<file path="src/rtl/jk_mod_counter_pkg.sv">
// Shared definitions for the JK-based modulo counter: excitation codes and
// the helper that maps a (present, next) bit pair onto a {J,K} pair.
package jk_mod_counter_pkg;

  localparam int unsigned JK_W = 2;

  // {J,K} excitation codes presented to a JK storage cell
  localparam logic [JK_W-1:0] JK_HOLD   = 2'b00;
  localparam logic [JK_W-1:0] JK_RESET  = 2'b01;
  localparam logic [JK_W-1:0] JK_SET    = 2'b10;
  localparam logic [JK_W-1:0] JK_TOGGLE = 2'b11;

  // J = ~q & next, K = q & ~next; never produces JK_TOGGLE
  function automatic logic [JK_W-1:0] jk_excite(input logic q_bit, input logic next_bit);
    return {~q_bit & next_bit, q_bit & ~next_bit};
  endfunction

endpackage

</file>
<file path="src/rtl/jk_cell.sv">
// Single-bit JK flip-flop storage cell.
// Ports: clk, rst (async, active-high, clears to 0), j_i/k_i excitation, q_o state.
module jk_cell
  import jk_mod_counter_pkg::*;
(
  input  logic clk,
  input  logic rst,
  input  logic j_i,
  input  logic k_i,
  output logic q_o
);

  logic q_q;
  logic q_d;

  // JK characteristic equation
  always_comb begin
    q_d = q_q;
    case ({j_i, k_i})
      JK_HOLD:   q_d = q_q;
      JK_RESET:  q_d = 1'b0;
      JK_SET:    q_d = 1'b1;
      JK_TOGGLE: q_d = ~q_q;
      default:   q_d = q_q;
    endcase
  end

  always_ff @(posedge clk or posedge rst) begin
    if (rst) q_q <= 1'b0;
    else     q_q <= q_d;
  end

  assign q_o = q_q;

endmodule

</file>
<file path="src/rtl/jk_mod_counter.sv">
// Modulo-MODULUS up/down counter whose state lives in one JK cell per bit.
// Ports:
//   clk, rst       clock and async active-high reset
//   en, up         count enable and direction (1 = up)
//   load, load_val synchronous parallel load (priority over en)
//   q              current count
//   tc             combinational terminal count, for cascading the next digit
//   wrap           registered pulse, cycle after the count wrapped
//   load_err       registered pulse, cycle after a load_val >= MODULUS
module jk_mod_counter
  import jk_mod_counter_pkg::*;
#(
  parameter int unsigned WIDTH   = 4,
  parameter int unsigned MODULUS = 10
) (
  input  logic             clk,
  input  logic             rst,
  input  logic             en,
  input  logic             up,
  input  logic             load,
  input  logic [WIDTH-1:0] load_val,
  output logic [WIDTH-1:0] q,
  output logic             tc,
  output logic             wrap,
  output logic             load_err
);

  if (MODULUS < 2 || MODULUS > (1 << WIDTH)) begin : g_bad_modulus
    $error("jk_mod_counter: MODULUS out of range for WIDTH");
  end

  // Compare is one bit wider so MODULUS = 2**WIDTH is representable
  localparam logic [WIDTH:0]   MOD_EXT = (WIDTH+1)'(MODULUS);
  localparam logic [WIDTH-1:0] CNT_MAX = WIDTH'(MODULUS - 1);

  logic [WIDTH-1:0] q_cells;
  logic [WIDTH-1:0] cnt_d;
  logic [WIDTH-1:0] j_c;
  logic [WIDTH-1:0] k_c;
  logic             wrap_q, wrap_d;
  logic             load_err_q, load_err_d;

  // Next count: load > en > hold
  always_comb begin
    cnt_d      = q_cells;
    wrap_d     = 1'b0;
    load_err_d = 1'b0;
    if (load) begin
      if ({1'b0, load_val} < MOD_EXT) begin
        cnt_d = load_val;
      end else begin
        cnt_d      = '0;
        load_err_d = 1'b1;
      end
    end else if (en) begin
      if (up) begin
        if (q_cells == CNT_MAX) begin
          cnt_d  = '0;
          wrap_d = 1'b1;
        end else begin
          cnt_d = q_cells + WIDTH'(1);
        end
      end else begin
        if (q_cells == '0) begin
          cnt_d  = CNT_MAX;
          wrap_d = 1'b1;
        end else begin
          cnt_d = q_cells - WIDTH'(1);
        end
      end
    end
  end

  // Per-bit excitation and storage
  for (genvar i = 0; i < WIDTH; i++) begin : g_bit
    assign {j_c[i], k_c[i]} = jk_excite(q_cells[i], cnt_d[i]);

    jk_cell u_cell (
      .clk (clk),
      .rst (rst),
      .j_i (j_c[i]),
      .k_i (k_c[i]),
      .q_o (q_cells[i])
    );
  end

  always_ff @(posedge clk or posedge rst) begin
    if (rst) begin
      wrap_q     <= 1'b0;
      load_err_q <= 1'b0;
    end else begin
      wrap_q     <= wrap_d;
      load_err_q <= load_err_d;
    end
  end

  assign q        = q_cells;
  assign wrap     = wrap_q;
  assign load_err = load_err_q;
  assign tc       = en & ((up & (q_cells == CNT_MAX)) | (~up & (q_cells == '0)));

endmodule

</file>
<file path="config.mk">
export PLATFORM = sky130hd
export DESIGN_NAME = jk_mod_counter
export DESIGN_NICKNAME = d
export VERILOG_FILES = /design/src/rtl/jk_mod_counter_pkg.sv /design/src/rtl/jk_cell.sv /design/src/rtl/jk_mod_counter.sv
export SDC_FILE = /design/constraint.sdc
export NUM_CORES = 1
export LEC_CHECK = 0
export BUFFER_PORTS_ARGS = -buffer_cell sky130_fd_sc_hd__clkbuf_2
export CAP_MARGIN = 15
export CORE_ASPECT_RATIO = 1.2
export CORE_MARGIN = 2
export CORE_UTILIZATION = 30
export DETAILED_ROUTE_END_ITERATION = 12
export PLACE_DENSITY = 0.53
export SLEW_MARGIN = 20
export SYNTH_ARGS = -nofsm -noshare
export SYNTH_HDL_FRONTEND = slang
export SYNTH_HIERARCHICAL = 1
export SYNTH_SLANG_ARGS = --single-unit
</file>
<file path="constraint.sdc">
create_clock -name clk -period 1.65 [get_ports clk]
set_clock_uncertainty 0.05 [all_clocks]
set_input_delay 0.33 -clock clk [delete_from_list [all_inputs] [get_ports clk]]
set_output_delay 0.33 -clock clk [all_outputs]
set_load 0.02 [all_outputs]
</file>
* Word level (Yosys, flattened, before mapping) *
Index checks and enable logic that the tools add are counted.

word-level totals
  output and inout bits = 7
  memories = 0
  logic and storage cells = 65
  flip-flop bits (word level) = 6
  ROM bits = 0
  bits in latches = 0
  memory bits (writable) = 0

cells by class
  reductions and logical operators = 5
  muxes and demuxes = 17
  shifts and indexed selects = 0
  $lt $le $gt $ge = 1
  divide/modulo/power cells = 0
  $add $sub $neg = 2
  bitwise logic cells = 21
  equality and inequality tests = 13
  multipliers = 0

operator list
  operator                                             number
  2-to-1 mux 4 bit                                     6
  equality test 2 bit, second input constant           8
  one-hot mux 1 bit (3 select lines)                   4
  bitwise AND 1 bit                                    11
  inverter 1 bit                                       9
  equality test 2 x 1 -> 1 bit, second input constant  4
  zero test 2 bit                                      4
  2-to-1 mux 1 bit                                     7
  adder 4 x 1 -> 4 bit, second input constant          1
  equality test 4 bit, second input constant           1
  zero test 4 bit                                      1
  < comparator 4 bit, second input constant            1
  subtractor 4 x 1 -> 4 bit, second input constant     1
  bitwise OR 1 bit                                     1

* Logic depth before layout (Yosys ltp) *
Gate-level depths: netlist of run 1.

  word-level depth = 9
  depth in mapped cells = 7
  mapped depth without buffers = 6

* Cells and area by module *
The synthesis of run 1 kept the hierarchy.

modules (own cells, without submodules)
  module          cells an instance  area each (um^2)  times used  seq. area each (um^2)
  jk_mod_counter  58                 399.1             1           50.0
  jk_cell         4                  37.5              4           25.0

* Least setup slack after synthesis of run 1 *
OpenSTA, ideal clock, no wires.

  path kind = register -> register
  from = register g_bit[2].u_cell.q_q
  to = register g_bit[3].u_cell.q_q
  slack = -0.023 ns
  data arrival time = 1.489 ns
  stages on the path, launching flop included = 7
  path buffers = 1
  cells stage by stage = dfrtp_1 buf_4 xnor2_2 a21oi_1 or3_1 a211oi_1 a21oi_1

on the way
  word-level cells in the longest chain between the ends = 9
  elaborated cells between the ends (all ways) = 17
  classes of those cells = add/sub (2); eq/ne (4); mux (6); bitwise (3); reduce/logical (2)

RTL lines
  element                                                                     line                                        source
  from (decl)                                                                 jk_cell.sv:13                               logic q_q;
  from (signal assigned)                                                      jk_cell.sv:30                               else q_q <= q_d;
  subtractor 4 x 1 -> 4 bit (tied with other cells)                           jk_mod_counter.sv:68                        cnt_d = q_cells - WIDTH'(1);
  2-to-1 mux 4 bit, on equally long branches                                  jk_mod_counter.sv:64, jk_mod_counter.sv:57
  2-to-1 mux 4 bit *                                                          jk_mod_counter.sv:56                        if (up) begin
  2-to-1 mux 4 bit *                                                          jk_mod_counter.sv:55                        end else if (en) begin
  2-to-1 mux 4 bit *                                                          jk_mod_counter.sv:48                        if (load) begin
  inverter 1 bit *                                                            jk_mod_counter_pkg.sv:15                    return {~q_bit & next_bit, q_bit & ~next_bit};
  bitwise AND 1 bit *                                                         jk_mod_counter_pkg.sv:15
  named net k_c[3]                                                            jk_mod_counter.sv:39                        logic [WIDTH-1:0] k_c;
  equality test 2 bit / equality test 2 x 1 -> 1 bit (equally long branches)  jk_cell.sv:19                               case ({j_i, k_i})
  one-hot mux 1 bit (3 select lines)                                          jk_cell.sv:19
  to (signal assigned)                                                        jk_cell.sv:30
  to (decl)                                                                   jk_cell.sv:13

The timed path passes the listed nets; every way through them passes the cells marked *.
A chain may end at the register's enable or synchronous reset.

* Worst setup path after layout of run 1 *
  from = register g_bit[0].u_cell.q_q
  to = output port tc

on the way
  word-level cells in the longest chain between the ends = 4
  elaborated cells between the ends (all ways) = 6
  classes of those cells = eq/ne (1); bitwise (4); reduce/logical (1)

RTL lines
  element                                                        line                   source
  from (decl)                                                    jk_cell.sv:13
  from (signal assigned)                                         jk_cell.sv:30
  equality test 4 bit / zero test 4 bit (equally long branches)  jk_mod_counter.sv:100  assign tc = en & ((up & (q_cells == CNT_MAX)) | (~up & (q_cells == '0)));
  bitwise AND 1 bit                                              jk_mod_counter.sv:100
  bitwise OR 1 bit *                                             jk_mod_counter.sv:100
  bitwise AND 1 bit *                                            jk_mod_counter.sv:100
  to (decl)                                                      jk_mod_counter.sv:23   output logic tc,

Every way passes the cells marked *; elsewhere a longest branch is shown, timed or not.

==> results of run 1 <==
==> power groups by stage <==
stage / Sequential [mW] / Combinational [mW] / Clock [mW]
global route: 0.327 / 0.763 / 0.169
floorplan: 0.328 / 0.484 / 0
detailed placement: 0.330 / 0.619 / 0
global placement: 0.330 / 0.612 / 0
finish: 0.316 / 0.693 / 0.159
CTS: 0.314 / 0.676 / 0.163
==> layout make-up <==
| type | instances | share of cell area (%) |
|---|---|---|
| repair buffers | 23 | 20.5 |
| clock buffers | 4 | 3.65 |
| well taps | 18 | 3.13 |
| multi-input cells | 55 | 47.2 |
| inverters | 8 | 4.17 |
| flip-flops and latches | 6 | 21.4 |
==> repair_timing <==
item                       in CTS  in global routing
gates resized for setup         3                  3
setup endpoints to repair       1                  2
buffers inserted                2                  0
pin swaps                       2                  1
hold buffers                    1                  0
hold endpoints to repair        6                  0
==> worst max-delay path: cells and delay by family (launching register included) <==
| family | cells | cell delay (ns) |
|---|---|---|
| and+or+nand+nor | 2 | 0.44 |
| DFF | 1 | 0.40 |
| buffers and inverters | 1 | 0.11 |
| AOI/OAI and AO/OA | 1 | 0.10 |
==> metrics by stage <==
stage	TNS (ns)	cells	utilization, %	power (mW)	setup WS [ns]
2_1_floorplan	0	74	-	0.813	0.00577
3_3_place_gp	0	107	38.5	0.942	0.0671
3_5_place_dp	0	107	38.5	0.948	0.0621
4_1_cts	-0.0713	114	42.3	1.15	-0.0713
5_1_grt	-0.137	114	42.9	1.26	-0.0755
6_report	-0.0392	114	42.9	1.17	-0.0392
==> sequential cells by signal, indices dropped and copies added (netlist names) <==
name,cells
load_err,1
g_bit.u_cell/q_o,4
wrap,1
==> synth_stat cells, drive strengths merged <==
master   number  area (um^2)
inv           8         30.0
o21ai         4         20.0
o21a          1         7.51
or3           1         6.26
a21boi        1         7.51
buf           5         42.5
nor4          1         6.26
a2bb2oi       1         8.76
nand2b        1         6.26
nand4b        2         17.5
or2b          1         7.51
o22ai         1         6.26
nand3         3         15.0
nor3          3         15.0
dfrtp         6          150
or2           1         8.76
o21bai        1         7.51
nand2         4         15.0
nor2b         3         18.8
o211a         1         10.0
o41ai         1         16.3
nor2         11         41.3
and2          1         6.26
a211oi        1         7.51
and3          2         12.5
a22oi         1         7.51
a21oi         7         35.0
xnor2         1         16.3
==> worst paths after layout <==
kind	depth (start not counted)	slack, ns	to
min in group asynchronous	3	0.45	g_bit[1].u_cell/q_o
max reg2reg	6	0.01	g_bit[3].u_cell/q_o
max in group asynchronous	3	0.96	load_err
min reg2reg	1	0.54	g_bit[1].u_cell/q_o
min	3	0.33	load_err
max	4	-0.04	tc
==> layer usage <==
metal  global-route usage (%)  share of wire, %  vias up
met5                        0                 0        -
li1                         -                 -      304
met3                     1.41               7.9        4
met4                     10.6               2.7        0
met1                     14.8                40      256
met2                     24.5                50       28
==> logic make-up (layout without fill, tap and decap cells) <==
| kind of cell | Yosys count | after routing | synth area share, % |
|---|---|---|---|
| buf+inv | 13 | 35 | 13.2 |
| flops | 6 | 6 | 27.3 |
| simple gates | 34 | 34 | 32.1 |
| xor+xnor | 1 | 1 | 2.96 |
| compound gates | 20 | 20 | 24.4 |
==> flow_summary.ini, run 1 <==
[run_status]
status = finished, violations left
violations = setup timing

[worst_setup_path]
required_ns = 1.27
startpoint = g_bit[0].u_cell/q_o
setup.worst_path.end_class = output port
path_cells = or2_4, o21ai_2, and3_4, buf_8
cp-start-kind = flip-flop
critPathMaxStageDelay_ns = 0.40
critPathKind = flip-flop to output port
arrival_ns = 1.31
cp_slowest_cell = dfrtp_1
cp_max_fo = 2
r2r_start = g_bit[0].u_cell/q_o

[hold_path]
hold_start = load_val[3]
hp-class = input port to flip-flop

[power]
switching_share_pct = 45.6
ir_drop_mv = 0.503
seqPwrFrac_pct = 27.1
combPwrFrac_pct = 59.3
power.density_nw_per_um2 = 1620
p_switching_mw = 0.533
clock_power_share_pct = 13.6
p_int_mw = 0.636
p_leak_nw = 0.365

[cells_and_area]
n_antenna_cell = 0
drive_gt1_share_pct = 35.4
area_growth_syn_to_layout_pct = 31.2
fin_area_um2 = 721
layout.cells.most_common_list = clkbuf_2 (14), nor2_1 (11), inv_1 (8), a21oi_1 (7), buf_4 (7)
ff_latch_area_um2 = 154
multi_input_area_um2 = 340
fillerInstances = 179
nets = 106
layout_commonest_cell = clkbuf_2

[cts]
path_clk_slew_ns = 0.06
htree_num_levels = 1
cts.sinks = 6
clk_latency_ns = 0.26
cts_tree = built
cts_buffer_depth = 2
numCtsBuffers = 3
cts-root-buf = clkbuf_4

[logic_synthesis]
synth.distinct_cells = 31
yosysWarnings = 6
synth_seq_area_share_pct = 27.3
postSynthCellCount = 74
synth_area_um2 = 549
syn_avg_cell_area_um2 = 7.42
synth_seq_cells = 6
synth_fp_nets = 83

[detailed_routing]
dr.pass1.iters = 4
drc = 0
postRouteAntennaNets = 0
viasPerCell = 5.19
via_count = 592
wire_per_inst_um = 12.4
routed_wl_um = 1410
drtIter0Drc = 20

[floorplan]
die_w_um = 43.1
start_util_pct = 32.7
io_pins = 16
die_h_um = 50.9
dieArea_um2 = 2190
coreArea_um2 = 1680
rows = 16

[global_routing]
grt_pass1_wl_um = 2170
track_usage_pct = 13.9
grt_pass1_vias = 525
overflow = 0
grt_max_degree = 11
antenna_found_initial = 0

[job]
max-cap-violations = 0

[timing]
worst_pin_slew_ns = 0.406
period_needed_ns = 1.69
rsz0062_at_grt = yes
fin_ws_ns = -0.0392
hold_viol = 0
max_freq_mhz = 592
slew_headroom_pct = 72.7
hold_ws_ns = 0.332
setup_violations = 1
slew_viol_final = 0
min_period_over_period_pct = 102

[placement]
place.gp.congestion = 0.780
place_hpwl_um = 1080
numPortBuffers = 15
placed_area_um2 = 647
No activity file was read; power rests on OpenSTA's default activity.
==> inputs of run 2 (changes only) <==
--- a/config.mk
+++ b/config.mk
@@ -12,7 +12,7 @@
 export CORE_UTILIZATION = 30
 export DETAILED_ROUTE_END_ITERATION = 12
 export PLACE_DENSITY = 0.53
-export SLEW_MARGIN = 20
+export SLEW_MARGIN = 15
 export SYNTH_ARGS = -nofsm -noshare
 export SYNTH_HDL_FRONTEND = slang
 export SYNTH_HIERARCHICAL = 1
==> constraint.sdc (replaced) <==
create_clock -name clk -period 1.65 [get_ports clk]
set_clock_uncertainty 0.05 [all_clocks]
set_input_delay 0.0825 -clock clk [delete_from_list [all_inputs] [get_ports clk]]
set_output_delay 0.0825 -clock clk [all_outputs]
set_load 0.02 [all_outputs]
==> flow_summary.ini, run 2 (synthesized netlist as in run 1, its figures left out) <==
[worst_setup_path]
critPathKind = flip-flop to output port
rr_worst_depth = 5
arrival_ns = 1.45
r2r_start = g_bit[3].u_cell/q_o
r2r_slack_ns = 0.11
cp-start-kind = flip-flop
timing.rr.end = g_bit[3].u_cell/q_o
required_ns = 1.52
cp_max_fo = 7
startpoint = g_bit[0].u_cell/q_o
setup.worst_path.end_class = output port
critPathCapture = tc

[timing]
hold_viol = 0
hold_ws_ns = 0.0511
max_freq_mhz = 631
slew_headroom_pct = 70.9
worst_pin_slew_ns = 0.433
period_needed_ns = 1.58
setup_violations = 0
setup_tns_ns = 0
slew_viol_final = 0
rsz0062_at_grt = no
min_period_over_period_pct = 96.1

[global_routing]
track_usage_pct = 14.2
antenna_found_initial = 0
grt_pass1_wl_um = 2330
grt_pass1_vias = 532
busiest_layer = met2
met1_usage_pct = 16.6
overflow = 0
met3_usage_pct = 1.06
met2_usage_pct = 25.3
grt_max_degree = 13

[cts]
numCtsBuffers = 3
cts.sinks = 6
htree_num_levels = 1
cts_tree = built
path_clk_slew_ns = 0.05
cts-root-buf = clkbuf_4
clk_latency_ns = 0.25
cts_buffer_depth = 2

[floorplan]
io_pins = 16
dieArea_um2 = 2190
start_util_pct = 32.7
die_h_um = 50.9
die_w_um = 43.1
coreArea_um2 = 1680
rows = 16

[detailed_routing]
drc = 0
postRouteAntennaNets = 0
dr.pass1.iters = 4
wire_per_inst_um = 12.3
routed_wl_um = 1390
viasPerCell = 5.07
drtIter0Drc = 15
via_count = 573

[placement]
numPortBuffers = 15
placed_area_um2 = 631
place_hpwl_um = 1080
place.gp.congestion = 0.842

[cells_and_area]
ff_latch_area_um2 = 155
multi_input_area_um2 = 343
layout_commonest_cell = clkbuf_2
n_antenna_cell = 0
largest_reg_flops = 4
utilization_pct = 42.2
drive_gt1_share_pct = 34.7
area_growth_syn_to_layout_pct = 29.2
layout.cells.most_common_list = clkbuf_2 (14), nor2_1 (11), inv_1 (8), a21oi_1 (7), buf_4 (7)
fin_area_um2 = 709
fillerInstances = 189
nets = 105

[hold_path]
hold_start = load_val[3]
hp-class = input port to flip-flop

[power]
finalPower_mw = 1.18
power.density_nw_per_um2 = 1670
p_leak_nw = 0.360
ir_drop_mv = 0.677

[run_status]
status = finished, final reports clean

[job]
max-cap-violations = 0
run 2: changes by cell type in the layout (fill, tap and decap cells not counted):
cell,before,now
and3_1,1,2
and3_4,1,0
buf_8,1,0
dfrtp_1,3,2
dfrtp_2,3,4
o21ai_1,1,2
o21ai_2,1,0
o21bai_1,1,0
o21bai_4,0,1
run 2: critical path, stage by stage (launching register included):
cell,delay (ns)
dfrtp_2,0.45
or2_4,0.29
o21ai_1,0.11
and3_1,0.19
buf_4,0.15
run 2: routing by layer:
metal  vias up  part of all wire, %
met5         -                    0
met4         0                  1.1
met3         2                  4.5
met2        22                   48
met1       253                   46
li1        296                    -
run 2: timing repair:
action | 4_1_cts | 5_1_grt
hold buffers | 1 | 0
resized for setup | 0 | 5
endpoints found under the setup margin | 0 | 2
endpoints found under the hold margin | 6 | 0
setup buffers | 0 | 3
run 2: report_power, final:
part	internal (mW)	total, mW	switching [mW]
registers	0.212	0.344	0.132
clock network	0.0925	0.159	0.0667
logic	0.334	0.679	0.345
total	0.639	1.18	0.544
run 2: layout make-up:
class	count	share of cell area, %
Clock buffer	4	3.70
Multi-Input combinational cell	55	48.3
Sequential cell	6	21.9
Timing Repair Buffer	22	18.7
Inverter	8	4.23
Tap cell	18	3.17
run 2: per-stage QoR:
stage / std cells / setup WS (ns)
2_1_floorplan: 74 / 0.00577
3_3_place_gp: 105 / 0.0431
3_5_place_dp: 105 / 0.0374
4_1_cts: 110 / 0.0290
5_1_grt: 113 / 0.00370
6_report: 113 / 0.0651
run 2: how the worst min path moves through the flow:
| stage | endpoint | slack (ns) | depth (start not counted) |
|---|---|---|---|
| finish | load_err | 0.05 | 3 |
| global route | load_err | 0.1 | 3 |
| floorplan | g_bit[0].u_cell/q_o | -0.24 | 1 |
| global placement | g_bit[1].u_cell/q_o | -0.06 | 2 |
| CTS | load_err | 0.05 | 3 |
| detailed placement | g_bit[3].u_cell/q_o | -0.06 | 2 |
==> inputs of run 3 (changes only) <==
--- a/config.mk
+++ b/config.mk
@@ -5,13 +5,14 @@
 export SDC_FILE = /design/constraint.sdc
 export NUM_CORES = 1
 export LEC_CHECK = 0
+export ABC_AREA = 1
 export BUFFER_PORTS_ARGS = -buffer_cell sky130_fd_sc_hd__clkbuf_2
 export CAP_MARGIN = 15
 export CORE_ASPECT_RATIO = 1.2
 export CORE_MARGIN = 2
 export CORE_UTILIZATION = 30
 export DETAILED_ROUTE_END_ITERATION = 12
-export PLACE_DENSITY = 0.53
+export PLACE_DENSITY = 0.52
 export SLEW_MARGIN = 15
 export SYNTH_ARGS = -nofsm -noshare
 export SYNTH_HDL_FRONTEND = slang
==> flow_summary.ini, run 3 <==
[detailed_routing]
via_count = 677
wire_per_inst_um = 9.76
viasPerCell = 4.70
postRouteAntennaNets = 0
drc = 0
routed_wl_um = 1410
dr.pass1.iters = 4
drtIter0Drc = 13

[worst_setup_path]
path_cells = inv_4, nand2_2, nor2_4, nor2_4, nor3_1, buf_2
timing.rr.end = g_bit[3].u_cell/q_o
rr_worst_depth = 12
required_ns = 1.52
r2r_slack_ns = 0.19
critPathMaxStageDelay_ns = 0.44
cp_max_fo = 8
arrival_ns = 1.41
path_common_cell = nor2_4
critPathKind = flip-flop to output port
setup.worst_path.end_class = output port
cp-start-kind = flip-flop
r2r_start = g_bit[0].u_cell/q_o
cp_slowest_cell = dfrtp_2

[cells_and_area]
nets = 136
layout.cells.most_common_list = nand2_1 (35), inv_1 (21), clkbuf_2 (14), nand3_1 (10), nor2_1 (5)
ff_latch_area_um2 = 153
utilization_pct = 40.8
fillerInstances = 221
largest_reg_flops = 4
layout_commonest_cell = nand2_1
drive_gt1_share_pct = 28.8
multi_input_area_um2 = 353
n_antenna_cell = 0
area_growth_syn_to_layout_pct = 27.4

[logic_synthesis]
synth_common_cells = nand2_1 (35), inv_1 (21), nand3_1 (10)
syn_avg_cell_area_um2 = 5.70
yosysWarnings = 6
synth.largest_area_cell = dfrtp_1
synth.distinct_cells = 19
synth_area_um2 = 593
synth_enable_flop_cells = 0
synth_fp_nets = 113
post-synth-top-count-cell = nand2_1
synthFlopType = dfrtp_1
synth_seq_cells = 6
async_flop_share_pct = 100
synth_seq_area_share_pct = 25.3
yosysTopAreaCellShare_pct = 25.3
postSynthCellCount = 104
synth.top_cells.by_area = dfrtp_1 (25%), nand2_1 (22%), inv_1 (13%), nand3_1 (8.4%), nor2_4 (3.8%)

[power]
ir_drop_mv = 0.625
power.density_nw_per_um2 = 1590
switching_share_pct = 51.6
p_int_mw = 0.584
p_leak_nw = 0.442
combPwrFrac_pct = 62.6
clock_power_share_pct = 11.2
finalPower_mw = 1.20
seqPwrFrac_pct = 26.1
p_switching_mw = 0.621

[cts]
cts-root-buf = clkbuf_4
clk_latency_ns = 0.24
cts_setup_buffers = 0
cts_buffer_depth = 2
numCtsBuffers = 3
htree_num_levels = 1
path_clk_slew_ns = 0.05
cts.sinks = 6
cts_tree = built

[timing]
period_needed_ns = 1.54
min_period_over_period_pct = 93.2
worst_pin_slew_ns = 0.264
hold_viol = 0
setup_tns_ns = 0
setup_violations = 0
slew_headroom_pct = 82.2
rsz0062_at_grt = no
slew_viol_final = 0
max_freq_mhz = 650

[floorplan]
rows = 17
start_util_pct = 32.0
die_w_um = 44.6
io_pins = 16
die_h_um = 52.7
coreArea_um2 = 1850
dieArea_um2 = 2350

[hold_path]
whs_path_depth = 3
hold_start = load_val[3]
hp-class = input port to flip-flop
min_to = load_err

[global_routing]
grt_pass1_vias = 566
track_usage_pct = 14.3
overflow = 0
met3_usage_pct = 1.03
met1_usage_pct = 18.6
busiest_layer = met2
met2_usage_pct = 21.7
antenna_found_initial = 0
grt_pass1_wl_um = 2420
grt_max_degree = 10

[run_status]
status = finished, final reports clean

[placement]
place_hpwl_um = 1170
place.gp.congestion = 0.821
numPortBuffers = 15

[job]
max-cap-violations = 0
run 3: cell types whose count changed after synthesis, sizes merged, moves of 2 or more:
cell and delta:
nand4b -2, buf -4, and3 -2, nand4 +2
nand2 +34, nor2b -3, nand3 +7, inv +15
run 3: through the flow:
| stage | hold slack (ns) | cells | instance area (um^2) | worst slack, ns |
|---|---|---|---|---|
| floorplan | -0.239 | 104 | 593 | 0.0730 |
| global placement | -0.0685 | 140 | 713 | 0.153 |
| detailed placement | -0.0650 | 140 | 713 | 0.152 |
| CTS | 0.0909 | 144 | 746 | 0.0244 |
| global route | 0.106 | 144 | 756 | 0.00911 |
| finish | 0.0913 | 144 | 756 | 0.112 |
run 3: power groups by stage:
stage | Clock (mW) | Combinational [mW] | Sequential (mW)
finish | 0.136 | 0.754 | 0.315
global route | 0.153 | 0.861 | 0.328
CTS | 0.143 | 0.748 | 0.308
detailed placement | 0 | 0.743 | 0.311
global placement | 0 | 0.743 | 0.309
floorplan | 0 | 0.476 | 0.355
run 3: logic make-up after synthesis:
family / synth area share, %
compound gates: 9.92
flops: 25.3
buf+inv: 16.0
simple gates: 48.7
run 3: routing by layer:
layer  share of wire, %  wire length (um)
met5                  0                 0
met4                3.7                52
met3                5.0                70
met2                 44               622
met1                 47               660
run 3: worst max path at each step:
stage	startpoint	cells after the start	end
final	g_bit[2].u_cell/q_o	6	tc
after global routing	g_bit[0].u_cell/q_o	12	g_bit[3].u_cell/q_o
after CTS	g_bit[2].u_cell/q_o	6	tc
after detailed placement	g_bit[1].u_cell/q_o	12	g_bit[3].u_cell/q_o
after global placement	g_bit[2].u_cell/q_o	12	g_bit[3].u_cell/q_o
after floorplan	g_bit[2].u_cell/q_o	5	tc
run 3: area by class of cell:
cell class | count | area share [%]
clock buffer | 3 | 2.98
inverter | 23 | 11.8
multi-input combinational | 73 | 46.7
sequential | 6 | 20.2
tap | 19 | 3.15
timing repair buffer | 20 | 15.2
run 3: repair_timing:
item	4_1_cts	5_1_grt
hold buffers	1	0
gates resized for setup	0	5
endpoints found under the setup margin	0	3
endpoints found under the hold margin	6	0
run 3: worst max-delay path, delay by kind of cell, from the launching register on:
| kind | cells | cell delay [ns] |
|---|---|---|
| simple gates | 4 | 0.43 |
| flops | 1 | 0.44 |
| buf+inv | 2 | 0.30 |
